**config.mk**
```make
export PLATFORM = sky130hd
export DESIGN_NAME = fifo_byte_packer
export DESIGN_NICKNAME = d
export VERILOG_FILES = /design/src/rtl/fifo_byte_packer_pkg.sv /design/src/rtl/fifo_byte_packer.sv
export SDC_FILE = /design/constraint.sdc
export NUM_CORES = 1
export LEC_CHECK = 0
export ABC_AREA = 1
export CORE_MARGIN = 3
export CORE_UTILIZATION = 54
export CTS_CLUSTER_SIZE = 20
export DETAILED_ROUTE_END_ITERATION = 10
export GPL_TIMING_DRIVEN = 0
export PLACE_DENSITY = 0.92
export SYNTH_ARGS = -nofsm -noshare
export SYNTH_HDL_FRONTEND = slang
export SYNTH_SLANG_ARGS = --single-unit
export TNS_END_PERCENT = 1
```
**constraint.sdc**
```tcl
create_clock -name CLK -period 5.2 [get_ports CLK]
set_input_delay 1.04 -clock CLK [delete_from_list [all_inputs] [get_ports CLK]]
set_output_delay 1.04 -clock CLK [all_outputs]
set_load 0.01 [all_outputs]
```
**src/rtl/fifo_byte_packer_pkg.sv**
```systemverilog
// Shared FIFO helper definitions: word geometry, writer FSM states and the
// byte-lane insert used by the byte packer.
package fifo_byte_packer_pkg;

    localparam int FIFO_WORD_W         = 32;
    localparam int FIFO_BYTES_PER_WORD = 4;
    localparam int FIFO_LANE_W         = 2;

    typedef enum logic [1:0] {
        Writer_IDLE  = 2'd0,
        Writer_PACK  = 2'd1,
        Writer_WRITE = 2'd2
    } FIFO_Writer_Help_state;

    // Drop one byte into its lane; on the word-closing byte, every lane above
    // it is overwritten with the pad value so a short final word is defined.
    function automatic logic [FIFO_WORD_W-1:0] pack_lane(
        input logic [FIFO_WORD_W-1:0] word,
        input logic [FIFO_LANE_W-1:0] lane,
        input logic [7:0]             data,
        input logic                   last,
        input logic [7:0]             pad
    );
        logic [FIFO_WORD_W-1:0] res;
        res = word;
        res[lane*8 +: 8] = data;
        if (last) begin
            for (int k = 0; k < FIFO_BYTES_PER_WORD; k++) begin
                if (k > int'(lane)) begin
                    res[k*8 +: 8] = pad;
                end
            end
        end
        return res;
    endfunction

endpackage

```
**src/rtl/fifo_byte_packer.sv**
```systemverilog
// Packs a byte stream of programmed length little-endian into 32-bit words
// and pushes each word into the shared FIFO; the final word is padded.
module fifo_byte_packer
    import fifo_byte_packer_pkg::*;
#(
    parameter int         LEN_W    = 6,
    parameter logic [7:0] PAD_BYTE = 8'h00
) (
    input  logic                   CLK,
    input  logic                   RESETn,
    input  logic                   i_start,
    input  logic [LEN_W-1:0]       i_length,
    input  logic [7:0]             i_byte,
    input  logic                   i_byte_valid,
    output logic                   o_byte_ready,
    input  logic                   i_FIFO_full,
    output logic [FIFO_WORD_W-1:0] o_FIFO_din,
    output logic                   o_FIFO_wr_en,
    output logic                   o_busy,
    output logic                   o_done,
    output logic [LEN_W-1:0]       o_Bytes_Counter,
    output logic [LEN_W-2:0]       o_Words_Counter
);

    localparam logic [LEN_W-1:0] BYTES_ONE = 1;
    localparam logic [LEN_W-2:0] WORDS_ONE = 1;
    localparam logic [FIFO_LANE_W-1:0] LANE_LAST = FIFO_LANE_W'(FIFO_BYTES_PER_WORD - 1);

    FIFO_Writer_Help_state   state;
    logic [FIFO_WORD_W-1:0]  word_q;
    logic [FIFO_LANE_W-1:0]  lane_q;
    logic [LEN_W-1:0]        len_q;
    logic [LEN_W-1:0]        bytes_q;
    logic [LEN_W-2:0]        words_q;
    logic                    done_q;

    logic [LEN_W-1:0]        bytes_inc;
    logic                    last_byte;
    logic                    wr_fire;
    logic                    msg_end;

    assign bytes_inc = bytes_q + BYTES_ONE;
    // A word closes on its fourth lane or on the message's final byte.
    assign last_byte = (lane_q == LANE_LAST) || (bytes_inc == len_q);
    assign wr_fire   = (state == Writer_WRITE) && !i_FIFO_full;
    assign msg_end   = (bytes_q == len_q);

    assign o_byte_ready    = (state == Writer_PACK);
    assign o_FIFO_wr_en    = wr_fire;
    assign o_FIFO_din      = word_q;
    assign o_busy          = (state != Writer_IDLE);
    assign o_done          = done_q;
    assign o_Bytes_Counter = bytes_q;
    assign o_Words_Counter = words_q;

    // Writer FSM: accept a start, pack bytes into lanes, hand each word to the FIFO.
    always_ff @(posedge CLK) begin
        if (!RESETn) begin
            state   <= Writer_IDLE;
            word_q  <= '0;
            lane_q  <= '0;
            len_q   <= '0;
            bytes_q <= '0;
            words_q <= '0;
            done_q  <= 1'b0;
        end else begin
            done_q <= 1'b0;
            case (state)
                Writer_IDLE: begin
                    if (i_start && (i_length != '0)) begin
                        len_q   <= i_length;
                        word_q  <= '0;
                        lane_q  <= '0;
                        bytes_q <= '0;
                        words_q <= '0;
                        state   <= Writer_PACK;
                    end
                end
                Writer_PACK: begin
                    if (i_byte_valid) begin
                        word_q  <= pack_lane(word_q, lane_q, i_byte, last_byte, PAD_BYTE);
                        lane_q  <= lane_q + 1'b1;
                        bytes_q <= bytes_inc;
                        if (last_byte) begin
                            state <= Writer_WRITE;
                        end
                    end
                end
                Writer_WRITE: begin
                    if (wr_fire) begin
                        words_q <= words_q + WORDS_ONE;
                        if (msg_end) begin
                            state  <= Writer_IDLE;
                            done_q <= 1'b1;
                        end else begin
                            word_q <= '0;
                            lane_q <= '0;
                            state  <= Writer_PACK;
                        end
                    end
                end
                default: begin
                    state <= Writer_IDLE;
                end
            endcase
        end
    end

endmodule

```
======== Word level (Yosys, flattened, before mapping) ========
Index checks and enable logic that the tools add are counted.
cells by class
  equality and inequality tests ........... 10
  order comparisons ....................... 3
  reduce and logical (&&, ||, !) cells .... 16
  add/sub/neg operators ................... 4
  shifts and indexed selects .............. 2
  muxes and demuxes ....................... 28
operator list
  operator                                                                 count
  32-bit two-way mux                                                       4
  32-bit case mux with 3 select lines                                      1
  5-bit negation with 34-bit output                                        1
  8-bit by 34-bit variable shift with 32-bit output, first input constant  1
  8-bit by 34-bit indexed part select with 32-bit output                   1
  32-bit bitwise mux                                                       1
  24-bit two-way mux                                                       1
  8-bit two-way mux                                                        3
  2-bit two-way mux                                                        8
  6-bit equality test                                                      2
  6-bit two-way mux                                                        2
  2-bit case mux with 3 select lines                                       2
  6-bit case mux with 2 select lines                                       1
  5-bit two-way mux                                                        2
  5-bit case mux with 2 select lines                                       1
  3-bit AND reduction                                                      3
  2-bit != test, second input constant                                     4
  6-bit by 1-bit adder with 6-bit output, second input constant            1
  2-bit nonzero test                                                       3
  6-bit nonzero test                                                       1
  5-bit by 1-bit adder with 5-bit output, second input constant            1
  5-bit AND reduction                                                      1
  2-bit equality test, second input constant                               2
  2-bit greater-than comparator, first input constant                      2
  other kinds (12)                                                         14
word-level totals
  logic and storage cells ................. 70
  output and inout port bits .............. 47
  register bits after elaboration ......... 54

======== Longest topological paths before layout ========
Gate-level depths: netlist of run 1.
  word-level depth ........................ 7
  depth in mapped cells ................... 13
  mapped depth without buffers ............ 12

======== Worst setup path after synthesis of run 1 ========
No wires, ideal clock.
  path kind ............................... input-to-output
  start ................................... input i_FIFO_full
  end ..................................... output o_FIFO_wr_en
  slack ................................... 2.956 ns
  arrival time ............................ 1.204 ns
  cell stages on the path ................. 1
  cells stage by stage .................... nor2_2
between the ends
  longest elaborated chain between the ends .. 2
RTL lines
  element            RTL line                text
  from (decl)        fifo_byte_packer.sv:16  input logic i_FIFO_full,
  1-bit logical NOT  fifo_byte_packer.sv:45  assign wr_fire = (state == Writer_WRITE) && !i_FIFO_full;
  1-bit logical AND  fifo_byte_packer.sv:45
  to (decl)          fifo_byte_packer.sv:18  output logic o_FIFO_wr_en,
Every way passes these cells.

======== Final worst setup path of run 1 ========
Ends and elaborated chain as after synthesis.

==> run summary, run 1 <==
outcome = completed
Ys Warns = 0
Tot GR Track Use = 26.3%
worst r2r src = lane_q[0]
port bufs = 65
switching part of the total = 34.2%
worst hold path class = reg -> reg
DR vias/cell = 5.45
H-tree lvl count = 2
Flop pwr share = 43.0%
clock skew = 0.00576 ns
syn avg cell area = 6.51 sq um
worst skew pair latency = 0.31 ns
switching power = 0.000371 W
critical path class = in -> out
DR WL/cell = 13.7 um
fmax = 299 MHz
proportion of netlist area held by the largest area contributor = 36.7%
Slew @ Worst Pin = 0.529 ns
hold_buf cts = 0
Die Width = 79.8 um
final setup fails = 0
RSZ-0062 raised after global routing = false
Die ar. = 6370 sq um
number of top-level pins = 66
CTS root buffer = clkbuf_8
DRC viols = 0
Cell Rows = 26
DR pass1 iterations = 5
met2 Usage GRT = 43.2%
leading area contributor after synthesis = dfxtp_1
Starting Density = 56.6%
routability cong. = 0.927
R2R setup slack = 2.53 ns
Worst VDD drop = 0.000179 V
Fin. Hold Viols = 0
final WL = 8120 um
TritonCTS clock tree = yes
Internal Power = 0.000713 W
most used cell, CP = clkdlybuf4s50_1
Slew Viols, Final = 0
Congestion Overflow GR = 0
Pwr per Cell Area = 285 nW/um^2
HP Start = o_FIFO_din[0]
Antenna Violating Nets Remaining = 0
CP peak stage delay = 0.55 ns
post-synth net total = 477
Worst Path Max Fanout = 3
worst hold slack = 0.466 ns
r2r endpoint = o_FIFO_din[22]
final setup TNS = 0 ns
largest cells by area after synthesis = dfxtp_1 37%, nand2_1 17%, a21oi_1 9.2%
# diodes = 0
maximum number of pins on one net before global-route repair = 18
Endpoint, Worst Hold = o_FIFO_din[0]
Vias = 3244
#FFs+latches synth = 54
Worst EP arrival = 2.31 ns
clock power share = 26.6%
CP required = 4.16 ns
antenna violations before repair = 0
Max Cap Violations = 0
Fill cells = 430
met1 Use GR = 35.5%
sequential cell area fraction in the yosys report = 36.7%
Rel. slew slack = 64.7%
Resized Gates After CTS = 0
setup bufs post-CTS = 0
vias in the first global route = 2948
core area = 5200 sq um
Synth cell types = 30
Iter 0 DRT Violations = 347
slowest CP cell = clkdlybuf4s50_1
die height = 79.8 um
CTS Buf Count = 5
cell breakdown of the critical path = clkdlybuf4s50_1 > nor2_2 > clkdlybuf4s50_1
layout net count = 549
P_leak = 1.57 nW
min Tclk post-route = 3.35 ns
Hold Crit Depth = 2
Cell Area, Synth = 2940 sq um
area grow syn2layout = 28.9%
first-pass GRT wire length = 13400 um
crit end category = primary output
depth of the most critical reg-to-reg path = 10
crit share post-route = 64.4%
Syn Inst Count = 452
footprint of the multi-input gates = 1550 sq um
Most Crowded Layer GR = met2
Register Area = 1080 sq um
Final HPWL DP = 6130 um
Clk pin slew, worst setup/hold paths = 0.09 ns
CTS Buffer Depth = 2
layout cells sized above 1 = 5.33%
met3 Usage GRT = 3.95%
CTS sink cnt = 54
combinational fraction of design power = 30.5%
critical path launch point type = primary input
[stage by stage]
step,instances,total power (W),utilization (%),cell area [sq um],setup slack (ns)
floorplan,452,0.000679,-,2940,2.96
global placement,587,0.000788,70.7,3680,1.87
detailed placement,587,0.000798,70.7,3680,1.85
CTS,595,0.00108,72.9,3800,1.85
global route,595,0.00114,72.9,3800,1.82
finish,595,0.00108,72.9,3800,1.85
[layer usage]
layer | share of wire (%) | up-vias
li1 | - | 1597
met1 | 44 | 1488
met2 | 47 | 143
met3 | 6.4 | 16
met4 | 2.1 | 0
met5 | 0 | -
[power by group through the flow]
| stage | Clock, W | Sequential, W | Combinational (W) |
|---|---|---|---|
| global placement | 0 | 0.000473 | 0.000315 |
| global route | 0.000306 | 0.000470 | 0.000367 |
| CTS | 0.000289 | 0.000466 | 0.000327 |
| detailed placement | 0 | 0.000475 | 0.000323 |
| floorplan | 0 | 0.000481 | 0.000199 |
| finish | 0.000288 | 0.000466 | 0.000330 |
[cells in the mapped netlist, drive strengths merged]
cell    number
o22ai        3
o21ai       18
nand3       37
buf          6
nor4         1
nand4       10
nor2        42
o32ai        3
and3         1
ha           6
inv         63
dfxtp       54
nand2      134
xor2         2
a21oi       55
clkbuf       9
nor3         5
a211oi       3
[cell usage in the layout (no fill, tap or decap), types with 3 or more instances in the layout]
master and count:
inv_1 58, o21ai_0 16, nand2_1 130, nand4_1 10
nor2_1 39, buf_6 3, o22ai_1 3, clkbuf_1 9
clkbuf_8 5, a21oi_1 54, nor3_1 5, ha_1 6
dfxtp_1 54, clkdlybuf4s50_1 65, inv_2 5, a211oi_1 3
o32ai_1 3, nand3_1 34
[registers in the layout, summed over array words and instances (netlist names)]
name and cells:
o_FIFO_din 32, len_q 6, lane_q 2, o_Bytes_Counter 6, o_Words_Counter 5, state 2, o_done 1
[cells by family after synthesis]
logic type	synth area share, %
AO/OA/AOI/OAI	15.1
XOR/XNOR	0.595
adder cells (fa/ha/maj)	2.55
buffers and inverters	10.8
flip-flops	36.7
AND/OR/NAND/NOR	34.3
[worst max path at each step]
stage	startpoint	endpoint	depth (start not counted)	slack, ns
floorplan	i_FIFO_full	o_FIFO_wr_en	1	2.96
global placement	i_FIFO_full	o_FIFO_wr_en	3	1.87
detailed placement	i_FIFO_full	o_FIFO_wr_en	3	1.85
CTS	i_FIFO_full	o_FIFO_wr_en	3	1.85
global route	i_FIFO_full	o_FIFO_wr_en	3	1.82
finish	i_FIFO_full	o_FIFO_wr_en	3	1.85
[critical path, delay by kind of cell]
kind / cells / cell delay (ns)
and+or+nand+nor: 1 / 0.20
buffers and inverters: 2 / 1.06
[cell type report]
type	instances	area share, %
multi-input combinational	320	40.7
sequential	54	28.5
timing repair buffer	65	17.1
inverter	63	6.23
tap	70	2.31
buffer	15	2.11
clock buffer	5	1.81
clock inverter	3	1.19
Power figures use the tool's default switching activity.
==> run 2: changes to the inputs <==
- CORE_UTILIZATION: 54 -> 46
- PLACE_DENSITY: 0.92 -> 0.84
- clock period: 5.2 -> 2.97 ns (I/O delays scaled with it)
==> run 2 against run 1 <==
Net effect:
- count of clock-buffer cells in the layout increased by 2
- final cell count increased by 0.84%
- final area decreased by 0.40%
- critical endpoint is now o_FIFO_din[12]
- sequential share of layout area increased by 0.11 points
==> run summary, run 2 (synthesis gave the netlist of run 1 again) <==
Vias = 3191
Slew @ Worst Pin = 0.567 ns
met2 Usage GRT = 38.2%
Resized Gates After CTS = 0
# diodes = 0
layout net count = 549
met3 Usage GRT = 2.88%
CP required = 3.21 ns
max FFs per register = 32
hold_buf cts = 0
worst hold slack = 0.464 ns
met1 Use GR = 30.9%
DP Worst Slack = 0.400 ns
die height = 86 um
clock skew = 0.00579 ns
RSZ-0062 raised after global routing = false
number of top-level pins = 66
Tot GR Track Use = 22.8%
Post-Place Cells = 592
area grow syn2layout = 28.4%
fin cells = 600
vias in the first global route = 2973
Antenna Violating Nets Remaining = 0
core area = 6060 sq um
Worst EP arrival = 2.74 ns
critical path class = reg -> reg
Iter 0 DRT Violations = 280
Slew Viols, Final = 0
Pwr per Cell Area = 482 nW/um^2
Fill cells = 582
H-tree lvl count = 2
most common cell after layout, fill and taps aside = nand2_1
Congestion Overflow GR = 0
Die ar. = 7400 sq um
port bufs = 65
final setup TNS = 0 ns
Rel. slew slack = 62.0%
maximum number of pins on one net before global-route repair = 16
P_leak = 1.57 nW
DR vias/cell = 5.32
Hold Crit Depth = 2
first-pass GRT wire length = 13900 um
DR WL/cell = 13.7 um
final setup margin = 0.469 ns
Endpoint, Worst Hold = o_FIFO_din[0]
Fin. Hold Viols = 0
Die Width = 86 um
DRC viols = 0
Cell Rows = 28
min Tclk post-route = 2.50 ns
CTS Buffer Depth = 2
antenna violations before repair = 0
outcome = completed
Starting Density = 48.6%
worst skew pair latency = 0.31 ns
Worst VDD drop = 0.000340 V
CTS sink cnt = 54
CTS root buffer = clkbuf_8
Final HPWL DP = 6250 um
HP Start = o_FIFO_din[0]
worst hold path class = reg -> reg
r2r endpoint = o_FIFO_din[12]
Clk pin slew, worst setup/hold paths = 0.10 ns
critical path launch point type = flip-flop
crit share post-route = 84.2%
final WL = 8220 um
CTS Buf Count = 5
TritonCTS clock tree = yes
crit end category = flip-flop
final setup fails = 0
most frequent cells in the layout = 130 x nand2_1, 65 x clkdlybuf4s50_1, 58 x inv_1
DR pass1 iterations = 5
layout cells sized above 1 = 5.33%
setup bufs post-CTS = 0
Max Cap Violations = 0
Worst Path Max Fanout = 10
fmax = 400 MHz
Most Crowded Layer GR = met2
worst r2r src = lane_q[0]
fin util = 62.4%
depth of the most critical reg-to-reg path = 10
R2R setup slack = 0.47 ns
routability cong. = 0.905
run 2: changes by cell type in the layout (fill, tap and decap cells not counted), sizes merged:
cell | previous run | this run
bufinv | 1 | 0
clkinv | 0 | 1
clkinvlp | 2 | 0
clkbuf | 14 | 16
run 2: worst max path at each step:
stage,start,endpoint,slack (ns),cells past startpoint
after detailed placement,lane_q[0],o_FIFO_din[20],0.40,10
after CTS,lane_q[0],o_FIFO_din[20],0.36,10
final,lane_q[0],o_FIFO_din[12],0.47,10
after global routing,lane_q[0],o_FIFO_din[16],0.15,10
after floorplan,lane_q[0],o_FIFO_din[16],0.89,10
after global placement,lane_q[0],o_FIFO_din[12],0.50,10
run 2: where the power goes:
group,leakage (nW),internal [W],total [W],switching (W)
Sequential,0.440,0.000775,0.000816,0.0000409
Clock,0.0482,0.000189,0.000432,0.000243
Combinational,1.08,0.000223,0.000575,0.000352
run 2: metal layers:
| layer | wire length, um | vias to the layer above |
|---|---|---|
| li1 | - | 1598 |
| met1 | 3710 | 1444 |
| met2 | 3820 | 128 |
| met3 | 529 | 21 |
| met4 | 166 | 0 |
| met5 | 0 | - |
run 2: layout make-up:
class                           count  area [sq um]  area share, %
Clock buffer                        7          86.3           2.28
Timing Repair Buffer               65           651           17.2
Tap cell                           75          93.8           2.48
Inverter                           63           236           6.25
Sequential cell                    54          1080           28.6
Buffer                             15          81.3           2.15
Clock inverter                      1          5.00          0.132
Multi-Input combinational cell    320          1550           40.9
run 2: metrics by stage:
step / cell area (sq um) / power (W)
after CTS: 3780 / 0.00182
final: 3780 / 0.00182
after detailed placement: 3690 / 0.00140
after global routing: 3780 / 0.00193
after floorplan: 2940 / 0.00119
after global placement: 3690 / 0.00138
run 2: worst max-delay path, cell delays in order, from the launching register on:
cell and delay [ns]:
dfxtp_1 0.37, clkbuf_1 0.25, clkbuf_2 0.31, inv_1 0.11, ha_1 0.28, inv_1 0.09
clkbuf_1 0.35, nand2_1 0.17, o32ai_1 0.29, nand2_1 0.09, a21oi_1 0.13
==> run 3: changes to the inputs <==
- CORE_UTILIZATION: 46 -> 51
- PLACE_DENSITY: 0.84 -> 0.88
- clock period: 2.97 -> 2.5 ns (I/O delays scaled with it)
==> run 3 against run 2 <==
Net effect:
- combinational power rose by 19%
- sequential power increased by 19%
- die area decreased by 9.1%
- wire length is 4.0% lower
- global-route usage is 1.5 points higher
- non-clock buffer count unchanged
- via count grew 0.31%
- register-to-register slack got worse by 0.26 ns
- critical endpoint is now o_FIFO_wr_en
==> run summary, run 3 (synthesis gave the netlist of run 1 again) <==
layout cells sized above 1 = 5.53%
Max Cap Violations = 0
Worst Path Max Fanout = 3
H-tree lvl count = 2
layout net count = 549
worst hold slack = 0.465 ns
crit end category = primary output
die height = 82.0 um
most common cell after layout, fill and taps aside = nand2_1
Iter 0 DRT Violations = 286
Fin. Hold Viols = 0
clock power share = 21.9%
Congestion Overflow GR = 0
Cell Rows = 27
critical path launch point type = primary input
Tot GR Track Use = 24.3%
port bufs = 65
CTS sink cnt = 54
DRC viols = 0
maximum number of pins on one net before global-route repair = 15
CP required = 2.00 ns
Internal Power = 0.00138 W
Vias = 3201
fin util = 68.0%
Worst EP arrival = 1.79 ns
antenna violations before repair = 0
worst hold path class = reg -> reg
P_leak = 1.57 nW
Die ar. = 6720 sq um
critical path class = in -> out
most frequent cells in the layout = 130 x nand2_1, 65 x clkdlybuf4s50_1, 58 x inv_1
TritonCTS clock tree = yes
Clk pin slew, worst setup/hold paths = 0.09 ns
outcome = completed
routability cong. = 0.973
Antenna Violating Nets Remaining = 0
min Tclk post-route = 2.29 ns
Rel. slew slack = 64.9%
DR pass1 iterations = 5
# diodes = 0
combinational fraction of design power = 32.4%
Starting Density = 53.1%
switching power = 0.000737 W
switching part of the total = 34.8%
Slew Viols, Final = 0
R2R setup slack = 0.21 ns
Crit. Startpoint = i_FIFO_full
Die Width = 82.0 um
Final HPWL DP = 5910 um
crit share post-route = 91.6%
final setup TNS = 0 ns
vias in the first global route = 2930
DR WL/cell = 13.2 um
fmax = 437 MHz
Worst VDD drop = 0.000340 V
max FFs per register = 32
CTS Buf Count = 5
CTS Buffer Depth = 2
Slew @ Worst Pin = 0.526 ns
worst skew pair latency = 0.30 ns
first-pass GRT wire length = 12900 um
Pwr per Cell Area = 562 nW/um^2
CTS root buffer = clkbuf_8
DR vias/cell = 5.37
HP Start = o_FIFO_din[1]
RSZ-0062 raised after global routing = false
Flop pwr share = 45.8%
final setup fails = 0
hold_buf cts = 0
setup bufs post-CTS = 0
area grow syn2layout = 28.0%
clock skew = 0.00605 ns
final WL = 7890 um
number of top-level pins = 66
worst r2r src = lane_q[0]
core area = 5540 sq um
run 3: worst max-delay path: stages:
cell	delay (ns)
clkdlybuf4s50_1	0.53
nor2_2	0.21
clkdlybuf4s50_1	0.56
run 3: cell type report:
cell class | count | area, sq um
Sequential cell | 54 | 1080
Fill cell | 491 | 1770
Inverter | 63 | 236
Clock buffer | 7 | 76.3
Buffer | 15 | 83.8
Timing Repair Buffer | 65 | 651
Tap cell | 72 | 90.1
Multi-Input combinational cell | 320 | 1550
run 3: metrics by stage:
step | cells | worst slack, ns | power [W] | instance area [sq um]
6_report | 596 | 0.209 | 0.00212 | 3770
3_3_place_gp | 589 | 0.0212 | 0.00164 | 3680
5_1_grt | 596 | 0.0433 | 0.00224 | 3770
4_1_cts | 596 | 0.0744 | 0.00212 | 3760
2_1_floorplan | 452 | 0.415 | 0.00141 | 2940
3_5_place_dp | 589 | -0.0467 | 0.00165 | 3680
run 3: power by group through the flow:
stage               Sequential (W)  Combinational [W]  Clock [W]
finish                    0.000969           0.000685   0.000464
global route              0.000977           0.000756   0.000507
detailed placement        0.000987           0.000666          0
floorplan                  0.00100           0.000413          0
global placement          0.000985           0.000654          0
CTS                       0.000968           0.000673   0.000478
run 3: layer usage:
| layer | GRT usage, % | share of wire (%) | vias to the layer above |
|---|---|---|---|
| li1 | - | - | 1599 |
| met1 | 31.9 | 44 | 1449 |
| met2 | 39.9 | 47 | 133 |
| met3 | 5.26 | 7.3 | 20 |
| met4 | 7.14 | 1.6 | 0 |
| met5 | 0 | 0 | - |
run 3: worst paths after layout:
kind,to,depth (start not counted)
worst max register to register,o_FIFO_din[21],10
worst max-delay path,o_FIFO_wr_en,3
worst min register to register,o_FIFO_din[1],2
worst min-delay path,o_FIFO_din[1],2
run 3: repair_timing:
| item | 4_1_cts | 5_1_grt |
|---|---|---|
| endpoints found under the setup margin | 8 | 18 |
| gates cloned | 0 | 0 |
| gates resized for setup | 1 | 5 |
